--- config.mk ---
export PLATFORM = sky130hd
export DESIGN_NAME = weight_serializer
export DESIGN_NICKNAME = d
export VERILOG_FILES = /design/src/rtl/cnn_pkg.sv /design/src/rtl/weight_serializer.sv
export SDC_FILE = /design/constraint.sdc
export NUM_CORES = 1
export LEC_CHECK = 0
export ABC_AREA = 1
export BUFFER_PORTS_ARGS = -buffer_cell sky130_fd_sc_hd__buf_2
export CAP_MARGIN = 25
export CELL_PAD_IN_SITES_DETAIL_PLACEMENT = 0
export CELL_PAD_IN_SITES_GLOBAL_PLACEMENT = 2
export CORE_UTILIZATION = 33
export DETAILED_ROUTE_END_ITERATION = 12
export GPL_TIMING_DRIVEN = 1
export PLACE_DENSITY = 0.89
export SLEW_MARGIN = 20
export SYNTH_ARGS = -nofsm -noshare
export SYNTH_HDL_FRONTEND = slang
export SYNTH_SLANG_ARGS = --single-unit
--- constraint.sdc ---
create_clock -name clk -period 25.4 [get_ports clk]
set_input_delay 3.81 -clock clk [delete_from_list [all_inputs] [get_ports clk]]
set_output_delay 3.81 -clock clk [all_outputs]
set_load 0.02 [all_outputs]
--- src/rtl/cnn_pkg.sv ---
// cnn_pkg: shared constants and types for the CNN datapath blocks.
// Holds the kernel tap count, tap-index width, default weight width and the
// state encoding used by weight_serializer.
package cnn_pkg;

    localparam int N_TAPS     = 9;
    localparam int TAP_W      = 4;
    localparam int PASS_W     = 16;
    localparam int DATA_W_DEF = 32;

    localparam logic [1:0] IDLE = 2'd0;
    localparam logic [1:0] SEND = 2'd1;
    localparam logic [1:0] DONE = 2'd2;

    typedef enum logic [1:0] {
        S_IDLE = IDLE,
        S_SEND = SEND,
        S_DONE = DONE
    } ser_state_t;

endpackage

--- src/rtl/weight_serializer.sv ---
// weight_serializer: snapshots nine parallel kernel weights on start and
// streams them out one per valid/ready handshake, replaying the 9-tap
// sequence REPEAT times per job.
//
// Ports:
//   clk, rst          clock (rising edge), asynchronous active-high reset
//   start, w_valid    job request; accepted only in IDLE with w_valid high
//   w_0 .. w_8        parallel weights, captured at job start
//   m_data, m_tap     current weight and its tap index
//   m_last            tap 8 of the final pass
//   m_valid, m_ready  stream handshake
//   busy, done        job in progress / one-cycle completion pulse
//
// state | meaning
// IDLE  | waiting for start with w_valid
// SEND  | streaming snapshot, idx = tap, pass = replay count
// DONE  | one-cycle done pulse, then back to IDLE
module weight_serializer
    import cnn_pkg::*;
#(
    parameter int DATA_W = DATA_W_DEF,
    parameter int REPEAT = 1
) (
    input  logic              clk,
    input  logic              rst,
    input  logic              start,
    input  logic              w_valid,
    input  logic [DATA_W-1:0] w_0,
    input  logic [DATA_W-1:0] w_1,
    input  logic [DATA_W-1:0] w_2,
    input  logic [DATA_W-1:0] w_3,
    input  logic [DATA_W-1:0] w_4,
    input  logic [DATA_W-1:0] w_5,
    input  logic [DATA_W-1:0] w_6,
    input  logic [DATA_W-1:0] w_7,
    input  logic [DATA_W-1:0] w_8,
    output logic [DATA_W-1:0] m_data,
    output logic [3:0]        m_tap,
    output logic              m_last,
    output logic              m_valid,
    input  logic              m_ready,
    output logic              busy,
    output logic              done
);

    localparam logic [TAP_W-1:0]  LAST_TAP  = TAP_W'(N_TAPS - 1);
    localparam logic [PASS_W-1:0] LAST_PASS = PASS_W'(REPEAT - 1);

    ser_state_t        state, state_nxt;
    logic [TAP_W-1:0]  idx, idx_nxt;
    logic [PASS_W-1:0] pass, pass_nxt;
    logic              capture;
    logic              hs;
    logic [DATA_W-1:0] snap [N_TAPS];

    // m_valid is a flop, so m_ready never reaches it combinationally.
    assign hs = m_valid & m_ready;

    always_comb begin
        state_nxt = state;
        idx_nxt   = idx;
        pass_nxt  = pass;
        capture   = 1'b0;
        case (state)
            S_IDLE: begin
                if (start && w_valid) begin
                    state_nxt = S_SEND;
                    idx_nxt   = '0;
                    pass_nxt  = '0;
                    capture   = 1'b1;
                end
            end
            S_SEND: begin
                if (hs) begin
                    if (idx != LAST_TAP) begin
                        idx_nxt = idx + 1'b1;
                    end else if (pass != LAST_PASS) begin
                        idx_nxt  = '0;
                        pass_nxt = pass + 1'b1;
                    end else begin
                        state_nxt = S_DONE;
                    end
                end
            end
            S_DONE:  state_nxt = S_IDLE;
            default: state_nxt = S_IDLE;
        endcase
    end

    // Status outputs are registered from the next-state values so they line
    // up with the state they describe without any decode after the flops.
    always_ff @(posedge clk or posedge rst) begin
        if (rst) begin
            state   <= S_IDLE;
            idx     <= '0;
            pass    <= '0;
            m_valid <= 1'b0;
            m_last  <= 1'b0;
            busy    <= 1'b0;
            done    <= 1'b0;
        end else begin
            state   <= state_nxt;
            idx     <= idx_nxt;
            pass    <= pass_nxt;
            m_valid <= (state_nxt == S_SEND);
            m_last  <= (state_nxt == S_SEND) && (idx_nxt == LAST_TAP) &&
                       (pass_nxt == LAST_PASS);
            busy    <= (state_nxt != S_IDLE);
            done    <= (state_nxt == S_DONE);
        end
    end

    always_ff @(posedge clk or posedge rst) begin
        if (rst) begin
            for (int i = 0; i < N_TAPS; i++) snap[i] <= '0;
        end else if (capture) begin
            snap[0] <= w_0;
            snap[1] <= w_1;
            snap[2] <= w_2;
            snap[3] <= w_3;
            snap[4] <= w_4;
            snap[5] <= w_5;
            snap[6] <= w_6;
            snap[7] <= w_7;
            snap[8] <= w_8;
        end
    end

    assign m_tap = idx;

    always_comb begin
        m_data = '0;
        if (idx < TAP_W'(N_TAPS)) m_data = snap[idx];
    end

endmodule

== Word-level counts from Yosys, hierarchy flattened ==
Index checks and enable logic that the tools add are counted.

* Flip-flop bits (word level): 314
* Bits of input ports: 293
* Output and inout bits: 40
* Logic and storage cells: 55

* $add $sub $neg: 2
* Order comparisons: 2
* Eq/ne operators: 5
* Multiplexer cells: 21
* Bitwise logic cells: 2
* Reductions and logical operators: 7

{| class="wikitable"
|+ Operators with widths
! cell !! number
|-
| 32-bit binary-select mux with 4-bit select || 1
|-
| 32-bit 2-to-1 mux || 3
|-
| 16-bit 2-to-1 mux || 4
|-
| 16-bit case mux with 2 select lines || 1
|-
| 16-bit by 1-bit adder with 16-bit output, second input constant || 1
|-
| 16-bit logical NOT || 1
|-
| 4-bit 2-to-1 mux || 4
|-
| 16-bit nonzero test || 1
|-
| 2-bit 2-to-1 mux || 4
|-
| 4-bit case mux with 2 select lines || 1
|-
| 5-bit greater-or-equal comparator, second input constant || 1
|-
| 4-bit NOT with 5-bit output || 1
|-
| 4-bit by 1-bit adder with 4-bit output, second input constant || 1
|-
| 2-bit by 1-bit == test with 1-bit output, second input constant || 2
|-
| 4-bit == test, second input constant || 1
|-
| 4-bit < comparator, second input constant || 1
|-
| 4-bit inequality test, second input constant || 1
|-
| 2-bit case mux with 2 select lines || 1
|-
| 1-bit logical AND || 3
|-
| 2-bit == test, second input constant || 1
|-
| 2-bit logical NOT || 1
|-
| 1-bit 2-to-1 mux || 2
|-
| 2-bit nonzero test || 1
|-
| 1-bit bitwise AND || 1
|}

== Logic depth before layout (Yosys ltp) ==
* Depth after elaboration: 8
* Mapped depth: 16
* Depth with buffers taken out: 16

== Least setup slack after synthesis ==
OpenSTA, ideal clock, no wires.

* Path type: register to output
* Start: register idx[0], in the netlist m_tap[0]
* End: output m_data[22]
* Data arrival time: 2.242 ns
* Data required time: 21.590 ns
* Slack: 19.348 ns
* Stages on the path, launching flop included: 9
* Path buffers: 4
* Cell sequence: dfrtp_1 > buf_2 > inv_1 > buf_2 > buf_1 > ha_1 > nand4_1 > clkbuf_1 > o21ai_0

* Word-level cells in the longest chain between the ends: 5
* Elaborated cells between the ends (all ways): 6
* Those cells by class: order compare: 1; mux: 4; bitwise: 1

{| class="wikitable"
|+ Ends and longest elaborated chain
! item !! RTL line !! RTL
|-
| start: declaration || weight_serializer.sv:50 || <nowiki>logic [TAP_W-1:0] idx, idx_nxt;</nowiki>
|-
| start signal: assignment || weight_serializer.sv:103 || <nowiki>idx <= idx_nxt;</nowiki>
|-
| 4-bit NOT with 5-bit output (implied by the code) || weight_serializer.sv:133 || <nowiki>if (idx < TAP_W'(N_TAPS)) m_data = snap[idx];</nowiki>
|-
| 32-bit binary-select mux with 4-bit select || weight_serializer.sv:133 ||
|-
| 32-bit 2-to-1 mux (implied by the code) (2 in series) || weight_serializer.sv:133 ||
|-
| 32-bit 2-to-1 mux (*) || weight_serializer.sv:133 ||
|-
| end: declaration || weight_serializer.sv:37 || <nowiki>output logic [DATA_W-1:0] m_data,</nowiki>
|}

Every way passes the cells marked *; elsewhere a longest branch is shown, timed or not. The select of a mux whose other input is x is not followed.

== Worst setup path in the final report ==
* Start: register idx[0], in the netlist m_tap[0]
* End: output m_data[8]

The elaborated chain is that of the path after synthesis.

==> impl_metrics.tcl <==
set metrics [dict create \
    status "finished clean" \
    grt_antenna_before_repair 13 \
    cp_top_family "buffers and inverters" \
    cts_buffers 38 \
    ys_warn_count 0 \
    synth_top_cell_area_share 0.5278 \
    critPathArrivalTime_ps 4010 \
    finalHoldViolations 0 \
    pre_cts_ws_ps 17770 \
    core_area_mm2 0.04432 \
    buffers_from_clock_root_to_sink_at_most 3 \
    initialDrtViolationCount 914 \
    rows 77 \
    clockRootBuffer "clkbuf_16" \
    rsz0062_at_grt "false" \
    cp.buffers_inverters 4 \
    remaining_drc_errors 0 \
    slew_headroom 0.2810 \
    tritoncts "yes" \
    top_cells_by_area_synth "dfrtp_1 53%, nand2_1 18%, o21ai_0 9.4%, inv_1 3.9%, a21oi_1 2.7%" \
    worst_setup_hold_path_clk_slew_ps 60 \
    setup_ws_ps 17580 \
    max_transition_viols_final 0 \
    grt_max_degree 220 \
    post-cts-setup-buffers 0 \
    post_cts_resize_count 0 \
    floorplan.die.height_um 214.4 \
    input_output_buffers 332 \
    critPathLaunchType "flop" \
    worstHoldPathType "flop to flop" \
    power_density_mw_per_mm2 88.88 \
    worst_setup_path_end_kind "output pin" \
    place.gp.congestion 0.8646 \
    synthDistinctLibCells 30 \
    ys_seq_area_frac 0.5278 \
    setup-violations-final 0 \
    cts_htree_levels 2 \
    worstSetupPathType "flop to output pin" \
    post_route_cells_drive_above_1_share 0.1958 \
    vdd_drop_max_v 0.00005631 \
    syn2layout_area_growth_pct 21.92 \
    timing.critical_path.slowest_stage_cell "buf_4" \
    holdBufCountCts 0 \
    n_fill_cell 4655 \
    total_routed_length_um 51370 \
    worstPathMaxFanout 53 \
    slowest_delay_ps 620 \
    worstSkewPairLatency_ps 570 \
    synth-async-reset-ratio 1.000 \
    most_common_cell_in_the_synthesized_netlist "nand2_1" \
    syn_area_mm2 0.01489 \
    yosysTopAreaCell "dfrtp_1" \
    power.leakage_nw 9.711 \
    dr_total_vias 13615 \
    leading_cell_types_by_count_after_synthesis "733 x nand2_1, 314 x dfrtp_1, 279 x o21ai_0" \
    grt_pass1_wl_um 79220 \
    detail_route.wl_per_cell_um 18.22 \
    worst_clock_skew_ps 18.89 \
    power_mw 1.613 \
    place_hpwl_um 35150 \
    antenna_violating_nets_post_route 0 \
    avgViaCountPerCell 4.828 \
    flop_and_latch_count_out_of_synthesis 314 \
    max_clock_freq_ghz 0.1278 \
    synth.avg_cell_area_um2 7.690 \
    netlist_instances 1936 \
    synth_enable_flop_cells 0 \
    drv_cap 0 \
    syn-num-nets 2233 \
    layout_nets 2497 \
    fin_tns_setup_ps 0 \
    period_share 0.3081 \
    required_ps 21590 \
    worstPathCellList "clkinv_2 -> buf_4 -> ha_1 -> nand4_1 -> buf_4 -> o21ai_0 -> buf_2" \
    start_util 0.3359 \
    period_minus_slack_ps 7824 \
    grt_pass1_vias 13777 \
    floorplan.io_pins 333 \
    worstMarginPinSlew_ps 1079 \
    cp_dominant_cell_by_count "buf_4" \
    grt.overflow.total 0 \
    die_area_mm2 0.04597 \
    synth-main-ff-cell "dfrtp_1" \
    drt-pass1-iter-count 7 \
    grtUsageTotal 0.2224 \
    clock_sink_count 314 \
    die_x_um 214.4 \
]
cell type report:
cell class                 count  area [um2]  share of cell area
clock buffer                  54        1081             0.05956
tap                          592       740.7             0.04081
inverter                     160       621.8             0.03426
multi-input combinational   1339        5932              0.3268
timing repair buffer         347        1807             0.09954
sequential                   314        7866              0.4334
clock inverter                 8       87.58            0.004825
antenna                        6       15.01           0.0008272
placed cells by master, fill, tap and decap left out, types with 2 or more instances in the layout:
cell,netlist,final
dfrtp_4,0,2
inv_6,0,2
o21ai_0,279,279
o211ai_1,40,40
o221ai_1,2,2
nand3_2,3,3
clkbuf_1,79,9
nand2_1,733,733
a21oi_2,2,2
o21ai_1,2,2
a21oi_1,81,81
clkinv_2,0,4
clkinv_8,0,2
nand4_1,10,10
nor2_4,2,2
nor2_1,88,88
nand2_2,4,3
ha_1,4,4
inv_1,154,151
buf_4,2,13
o22ai_1,15,15
buf_2,28,332
nor2_2,9,9
inv_2,6,6
clkbuf_8,0,7
nor3_1,5,5
nand3_1,55,55
dfrtp_1,314,311
diode_2,0,6
clkbuf_16,0,38
metal layers:
metal / share of wire / up-vias / track usage
li1: - / 6691 / -
met1: 0.44 / 6479 / 0.2867
met2: 0.49 / 359 / 0.3805
met3: 0.054 / 72 / 0.04227
met4: 0.018 / 14 / 0.06024
met5: 0.0020 / - / 0
worst paths after layout:
| check | startpoint | to | slack, ps | depth (start not counted) |
|---|---|---|---|---|
| setup reg to reg | state[1] | snap[9] | 21400 | 6 |
| min in group asynchronous | rst | snap[198] | 3410 | 2 |
| setup / recovery | m_tap[0] | m_data[8] | 17580 | 7 |
| max in group asynchronous | rst | snap[97] | 20590 | 3 |
| hold / removal | snap[158] | snap[158] | 470 | 2 |
| hold reg to reg | snap[158] | snap[158] | 470 | 2 |
worst register-to-register path, delay by kind of cell (launching register included):
family,cells,cell delay [ps]
AO/OA/AOI/OAI,1,230
AND/OR/NAND/NOR,2,790
buffers and inverters,3,2370
flip-flops,1,450
where the power goes:
group / switching (mW) / internal (mW)
clock: 0.220 / 0.306
combinational: 0.385 / 0.157
sequential: 0.0378 / 0.508
total: 0.642 / 0.971
state kept, by name (all words and copies together), names as in the netlist:
| name | count |
|---|---|
| snap | 288 |
| pass | 16 |
| m_tap | 4 |
| state | 2 |
| busy | 1 |
| done | 1 |
| m_last | 1 |
| m_valid | 1 |
cells by family after synthesis:
family                   after synthesis  share of synthesized area
AO/OA/AOI/OAI                        422                     0.1509
XOR/XNOR                               1                  0.0005884
adder cells (fa/ha/maj)                4                   0.003362
buffers and inverters                283                    0.07471
flip-flops                           314                     0.5278
AND/OR/NAND/NOR                      912                     0.2426
stage by stage:
stage	util	instance area [um2]	instances	hold slack, ps
3_5_place_dp	0.3817	16920	2750	459.8
3_3_place_gp	0.3817	16920	2750	456.1
4_1_cts	0.4080	18080	2812	474.8
2_1_floorplan	-	14890	1936	443.6
6_report	0.4096	18150	2820	470.9
5_1_grt	0.4094	18140	2817	486.4
(Power assumes the default switching activity.)
